### config.mk
export PLATFORM = sky130hd
export DESIGN_NAME = dmem_mmio_bridge
export DESIGN_NICKNAME = d
export VERILOG_FILES = /design/src/rtl/dmem_mmio_bridge.sv
export SDC_FILE = /design/constraint.sdc
export NUM_CORES = 1
export LEC_CHECK = 0
export ABC_AREA = 0
export CAP_MARGIN = 0
export CORE_MARGIN = 2
export CORE_UTILIZATION = 40
export CTS_BUF_LIST = sky130_fd_sc_hd__clkbuf_8 sky130_fd_sc_hd__clkbuf_16
export DETAILED_ROUTE_END_ITERATION = 16
export GPL_TIMING_DRIVEN = 0
export PLACE_DENSITY_LB_ADDON = 0.2
export SYNTH_ARGS = -nofsm -noshare
export SYNTH_HDL_FRONTEND = slang
export SYNTH_SLANG_ARGS = --single-unit
### constraint.sdc
create_clock -name CLK -period 4.81 [get_ports CLK]
set_input_delay 1.443 -clock CLK [delete_from_list [all_inputs] [get_ports CLK]]
set_output_delay 1.443 -clock CLK [all_outputs]
set_load 0.005 [all_outputs]
### src/rtl/dmem_mmio_bridge.sv
// Data-side bridge for the RVI32 core: decodes word accesses to the data RAM,
// a small MMIO block (GPIO, 64-bit prescaled timer with compare interrupt) or unmapped space.
module dmem_mmio_bridge #(
    parameter int          RAM_AW    = 10,
    parameter logic [31:0] MMIO_BASE = 32'h0000_1000,
    parameter int          GPIO_W    = 8,
    parameter int          PRESCALE  = 1
) (
    input  logic              CLK,
    input  logic              RESET_N,
    input  logic [31:0]       daddr,
    input  logic [31:0]       ddata_w,
    input  logic              d_rw,
    output logic [31:0]       ddata_r,
    output logic [RAM_AW-1:0] ram_addr,
    output logic [31:0]       ram_wdata,
    output logic              ram_we,
    input  logic [31:0]       ram_rdata,
    output logic [GPIO_W-1:0] gpio_out,
    output logic              timer_irq
);

    localparam int PW = (PRESCALE > 1) ? $clog2(PRESCALE) : 1;
    localparam logic [PW-1:0] PRE_LAST = PW'(PRESCALE - 1);

    localparam logic [5:0] OFF_GPIO     = 6'd0;
    localparam logic [5:0] OFF_MTIME_LO = 6'd1;
    localparam logic [5:0] OFF_MTIME_HI = 6'd2;
    localparam logic [5:0] OFF_MTIMECMP = 6'd3;
    localparam logic [5:0] OFF_CTRL     = 6'd4;

    logic [GPIO_W-1:0] gpio_reg;
    logic [63:0]       mtime_reg;
    logic [PW-1:0]     pre_cnt_reg;
    logic [PW-1:0]     pre_cnt_next;
    logic [31:0]       mtimecmp_reg;
    logic              en_reg;
    logic              pend_reg;
    logic              pend_next;

    logic              sel_ram;
    logic              sel_mmio;
    logic [5:0]        offset;
    logic              wr_mmio;
    logic              wr_gpio;
    logic              wr_cmp;
    logic              wr_ctrl;
    logic              tick;
    logic              match;
    logic [31:0]       mtime_lo_inc;
    logic [31:0]       gpio_rd;
    logic              unused_addr_lsbs;

    // RAM decode wins when both regions overlap, so sel_mmio is masked by sel_ram.
    assign sel_ram  = (daddr[31:RAM_AW+2] == '0);
    assign sel_mmio = (daddr[31:8] == MMIO_BASE[31:8]) & ~sel_ram;
    assign offset   = daddr[7:2];
    assign unused_addr_lsbs = ^daddr[1:0];

    assign ram_addr  = daddr[RAM_AW+1:2];
    assign ram_wdata = ddata_w;
    assign ram_we    = d_rw & sel_ram & RESET_N;

    assign wr_mmio = d_rw & sel_mmio;
    assign wr_gpio = wr_mmio & (offset == OFF_GPIO);
    assign wr_cmp  = wr_mmio & (offset == OFF_MTIMECMP);
    assign wr_ctrl = wr_mmio & (offset == OFF_CTRL);

    assign tick         = (pre_cnt_reg == PRE_LAST);
    assign pre_cnt_next = tick ? '0 : pre_cnt_reg + PW'(1);
    assign mtime_lo_inc = mtime_reg[31:0] + 32'd1;

    // Compare against the value mtime_lo is about to take, using pre-write EN/MTIMECMP.
    assign match = en_reg & tick & (mtime_lo_inc == mtimecmp_reg);

    always_comb begin
        pend_next = pend_reg;
        if (match) begin
            pend_next = 1'b1;
        end else if (wr_ctrl & ddata_w[1]) begin
            pend_next = 1'b0;
        end
    end

    generate
        for (genvar gi = 0; gi < 32; gi++) begin : g_gpio_rd
            if (gi < GPIO_W) begin : g_bit
                assign gpio_rd[gi] = gpio_reg[gi];
            end else begin : g_zero
                assign gpio_rd[gi] = 1'b0;
            end
        end
    endgenerate

    always_comb begin
        ddata_r = 32'd0;
        if (sel_ram) begin
            ddata_r = ram_rdata;
        end else if (sel_mmio) begin
            case (offset)
                OFF_GPIO:     ddata_r = gpio_rd;
                OFF_MTIME_LO: ddata_r = mtime_reg[31:0];
                OFF_MTIME_HI: ddata_r = mtime_reg[63:32];
                OFF_MTIMECMP: ddata_r = mtimecmp_reg;
                OFF_CTRL:     ddata_r = {30'd0, pend_reg, en_reg};
                default:      ddata_r = 32'd0;
            endcase
        end
    end

    always_ff @(posedge CLK) begin
        if (!RESET_N) begin
            gpio_reg     <= '0;
            mtime_reg    <= 64'd0;
            pre_cnt_reg  <= '0;
            mtimecmp_reg <= 32'hFFFF_FFFF;
            en_reg       <= 1'b0;
            pend_reg     <= 1'b0;
        end else begin
            pre_cnt_reg <= pre_cnt_next;
            if (tick) begin
                mtime_reg <= mtime_reg + 64'd1;
            end
            if (wr_gpio) begin
                gpio_reg <= ddata_w[GPIO_W-1:0];
            end
            if (wr_cmp) begin
                mtimecmp_reg <= ddata_w;
            end
            if (wr_ctrl) begin
                en_reg <= ddata_w[0];
            end
            pend_reg <= pend_next;
        end
    end

    assign gpio_out  = gpio_reg;
    assign timer_irq = pend_reg;

endmodule

-- Word level (Yosys, flattened, before mapping)
Index checks and enable logic that the tools add are counted.
- memories kept: 0
- input port bits: 99
- latch bits: 0
- output and inout bits: 84
- logic and storage cells: 36
- bits in registers: 107
- memory bits (writable): 0
- bits in read-only memories: 0
- divide/modulo/power cells: 0
- $mul: 0
- reductions and logical operators: 4
- multiplexer cells: 5
- add/subtract/negate cells: 3
- shifts and indexed selects: 0
- $lt $le $gt $ge: 0
- bitwise logic cells: 12
- equal/unequal tests: 6
- operators by type and width (cell ; count):
    one-hot mux 32 bit (5 select lines) ; 1
    adder 64 x 1 -> 64 bit (second input constant) ; 1
    two-way mux 32 bit ; 2
    adder 32 x 1 -> 32 bit (second input constant) ; 1
    equality test 32 bit ; 1
    equality test 24 x 5 -> 1 bit (second input constant) ; 1
    logical NOT 20 bit ; 1
    equality test 6 x 2 -> 1 bit (second input constant) ; 2
    AND 1 bit ; 10
    equality test 6 x 1 -> 1 bit (second input constant) ; 1
    equality test 6 x 3 -> 1 bit (second input constant) ; 1
    logical NOT 6 bit ; 1
    two-way mux 1 bit ; 2
    NOT 1 bit ; 2
    AND reduction 2 bit ; 1
    nonzero test 2 bit ; 1
    adder 1 bit (second input constant) ; 1

-- Longest topological paths before layout
- depth after elaboration: 8
- gate-level depth with buffers: 9
- gate-level depth less buffers: 8

-- Worst setup path after synthesis
Ideal clock, no wire load.
- path type: input-to-output
- from: input daddr[4]
- to: output ddata_r[2]
- setup slack: 0.479 ns
- buffers on the path: 2
- data required time: 3.367 ns
- data arrival time: 2.888 ns
- stages on the path: 7
- cells stage by stage: clkbuf_1 > nor4_1 > and3_1 > clkbuf_1 > a222oi_1 > nand2_1 > a22o_1
- word-level cells in the longest chain between the ends: 4
- elaborated cells on any way between the ends: 8
- classes of those cells: eq/ne (4); mux (3); reduce/logical (1)
- RTL lines (item ; RTL line ; text):
    start, declared ; 11 ; input logic [31:0] daddr,
    equality test 6 x 3 -> 1 bit, or another cell as far along ; 100 ; case (offset)
    one-hot mux 32 bit (5 select lines) * ; 100 ;
    two-way mux 32 bit * ; 99 ; end else if (sel_mmio) begin
    two-way mux 32 bit * ; 97 ; if (sel_ram) begin
    end, declared ; 14 ; output logic [31:0] ddata_r,
Mark *: on every way between the ends. The rest lies on a longest branch, timed or not.

-- Final worst setup path
- from: input daddr[22]
- to: output ddata_r[24]
- word-level cells in the longest chain between the ends: 5
- elaborated cells on any way between the ends: 6
- classes of those cells: eq/ne (1); mux (2); bitwise (2); reduce/logical (1)
- RTL lines (item ; RTL line ; text):
    logical NOT 20 bit ; 55 ; assign sel_ram = (daddr[31:RAM_AW+2] == '0);
    NOT 1 bit ; 56 ; assign sel_mmio = (daddr[31:8] == MMIO_BASE[31:8]) & ~sel_ram;
    AND 1 bit ; 56 ;
    two-way mux 32 bit ; 99 ;
    two-way mux 32 bit * ; 97 ;
Marked as above.

==> results_dict.tcl <==
set metrics [dict create \
    maxSlewViolCount 0 \
    combPwrFrac_pct 12.3 \
    reg2reg_slack_ns 1.28 \
    status "completed" \
    core-area_um2 17300 \
    die_area_um2 18700 \
    power_frac_seq_pct 46.3 \
    leakage_nw 4.00 \
    synth_area_leaders "dfxtp_1 30%, nand2_1 7.7%, xnor2_1 6.2%, xor2_1 6.0%, buf_4 4.9%" \
    synth_warnings 0 \
    grt_pass1_vias 6802 \
    holdWs_ns 0.499 \
    synth_cell_types 56 \
    max_slew_margin_pct 44.2 \
    ys_seq_area_share_pct 30.4 \
    fillers 1659 \
    min_path_type "register to register" \
    cts.sinks 107 \
    overflow 0 \
    synth_edf_count 0 \
    switching_share_pct 24.1 \
    clkPwrFrac_pct 41.3 \
    p_int_w 0.00146 \
    worstPathArrival_ns 3.29 \
    path_max_fanout 7 \
    layout.nets 1208 \
    synth_area_per_cell_um2 7.78 \
    cts_tree "yes" \
    synthArstFlopShare_pct 0 \
    vias 7288 \
    drtPass1Iterations 5 \
    portBuffers 177 \
    period_share_pct 98.3 \
    postCtsHoldBufs 0 \
    clockRootBuffer "clkbuf_16" \
    diodes 0 \
    die_w_um 137 \
    insertion_delay_ns 0.37 \
    boundaryPins 183 \
    drtAntennaViolNets 0 \
    synth_top_area_share_pct 30.4 \
    area_growth_pct 37.2 \
    routedWlPerCell_um 18.3 \
    p_sw_w 0.000462 \
    maxCapViolCount 0 \
    drive_gt1_share_pct 15.6 \
    fmax_mhz 211 \
    powerDensity_nw_per_um2 199 \
    start_util_pct 40.8 \
    path_clk_slew_ns 0.08 \
    crit_required_ns 3.37 \
    synth_area_leader_cell "dfxtp_1" \
    crit_type "primary input to output port" \
    syn_nets 1006 \
    rows 48 \
    postSynthCellCount 906 \
    grt_antenna_before_repair 0 \
    grt_setup_unrepaired "no" \
    grt_max_degree 19 \
    grt_pass1_wl_um 37400 \
    viasPerCell 5.45 \
    worstMarginPinSlew_ns 0.833 \
    fin_util_pct 55.9 \
    layout_common_cells "144 x nand2_1, 122 x clkdlybuf4s50_1, 107 x dfxtp_1" \
    cp-start-kind "primary input" \
    finClkSkew_ns 0.0123 \
    syn_area_um2 7050 \
    first_iter_violations 605 \
    setup_viol 0 \
    crit_path_end_kind "output port" \
    ir_drop_v 0.000163 \
    hold_viol_final 0 \
    dieHeight_um 137 \
    final_common_cell "nand2_1" \
    ctsLongestPathBuffers 2 \
    grt_use_total_pct 26.2 \
    cts_max_level 3 \
    wirelength_um 24500 \
    cts_buffers 9 \
    post-route-min-period_ns 4.73 \
    dp_hpwl_um 18400 \
    synthFlopType "dfxtp_1" \
    gp_congestion 0.950 \
    synth-seq-cells 107 \
    drcViolationCount 0 \
    largest_reg_flops 64 \
]
## area by class of cell
type	count	area, um2	area share, %
clock buffers	10	239	2.47
multi-input cells	687	4400	45.5
plain buffers	105	692	7.15
clock inverters	6	72.6	0.750
flip-flops and latches	107	2140	22.1
repair buffers	194	1830	19.0
well taps	225	282	2.91
inverters	4	15.0	0.155
## routing by layer
layer	vias up	GRT usage [%]	share of wire (%)
li1	3504	-	-
met1	3394	35.1	44
met2	348	42.2	45
met3	42	3.89	8.4
met4	0	10.4	2.9
met5	-	0	0
## worst max-delay path: stages
cell	delay, ns
dlygate4sd2_1	0.24
nor4_2	0.28
nand4_1	0.15
buf_4	0.17
nor3_4	0.22
buf_6	0.15
nand2_8	0.10
buf_8	0.15
buf_4	0.13
o21ai_2	0.11
buf_2	0.12
## what timing repair did
item,4_1_cts,5_1_grt
resized for setup,165,26
endpoints found under the hold margin,0,0
setup buffers,15,1
pin swaps,12,11
cloned,1,0
setup endpoints to repair,33,28
## power groups by stage
| stage | clock network, W | registers (W) | logic, W |
|---|---|---|---|
| global route | 0.000830 | 0.000891 | 0.000254 |
| global placement | 0 | 0.000912 | 0.000230 |
| detailed placement | 0 | 0.000911 | 0.000231 |
| floorplan | 0 | 0.000911 | 0.0000850 |
| finish | 0.000794 | 0.000891 | 0.000237 |
| CTS | 0.000798 | 0.000891 | 0.000239 |
## cell families (layout without fill, tap and decap cells)
logic type	count (synthesis)	in the layout	synth area share, %
other	1	1	0.0532
and+or+nand+nor	440	440	32.3
AOI/OAI and AO/OA	111	111	10.5
xor gates and xnor gates	98	98	12.2
buffers and inverters	112	319	8.92
adders and majority gates	1	1	0.177
DFF	107	107	30.4
muxes	36	36	5.52
## final timing paths
path         cells past startpoint     startpoint            end
max                             11      daddr[22]    ddata_r[24]
min                              2  mtime_reg[63]  mtime_reg[63]
max reg2reg                      9   mtime_reg[0]  mtime_reg[52]
min reg2reg                      2  mtime_reg[63]  mtime_reg[63]
## per-stage QoR
step / TNS [ns] / setup slack (ns) / cell area (um2) / std cells / total power (W)
6_report: 0 / 0.0818 / 9670 / 1338 / 0.00192
5_1_grt: 0 / 0.00905 / 9670 / 1338 / 0.00197
4_1_cts: 0 / 0.00133 / 9650 / 1338 / 0.00193
3_5_place_dp: -32.29 / -1.05 / 9110 / 1308 / 0.00114
3_3_place_gp: -31.79 / -1.04 / 9110 / 1308 / 0.00114
2_1_floorplan: 0 / 0.479 / 7050 / 906 / 0.000996
## cells in the mapped netlist, types with 3 or more instances
cell type	instances
a21boi_1	8
clkbuf_1	43
a21oi_1	6
a22oi_1	24
xnor2_1	50
nor4_1	18
a31oi_1	3
nand2b_1	3
or2_2	4
and2_1	51
xor2_1	48
buf_1	5
nand3_1	62
nor3_1	23
nand4_1	29
buf_4	46
and3_1	14
buf_2	11
nor3b_1	4
buf_6	3
o21ai_0	41
dfxtp_1	107
mux2i_1	13
nand2_1	145
inv_1	4
or3_1	13
a22o_1	8
nor2_1	36
and4_1	3
a222oi_1	6
nor2b_1	20
mux2_2	23
(Power assumes the default switching activity.)
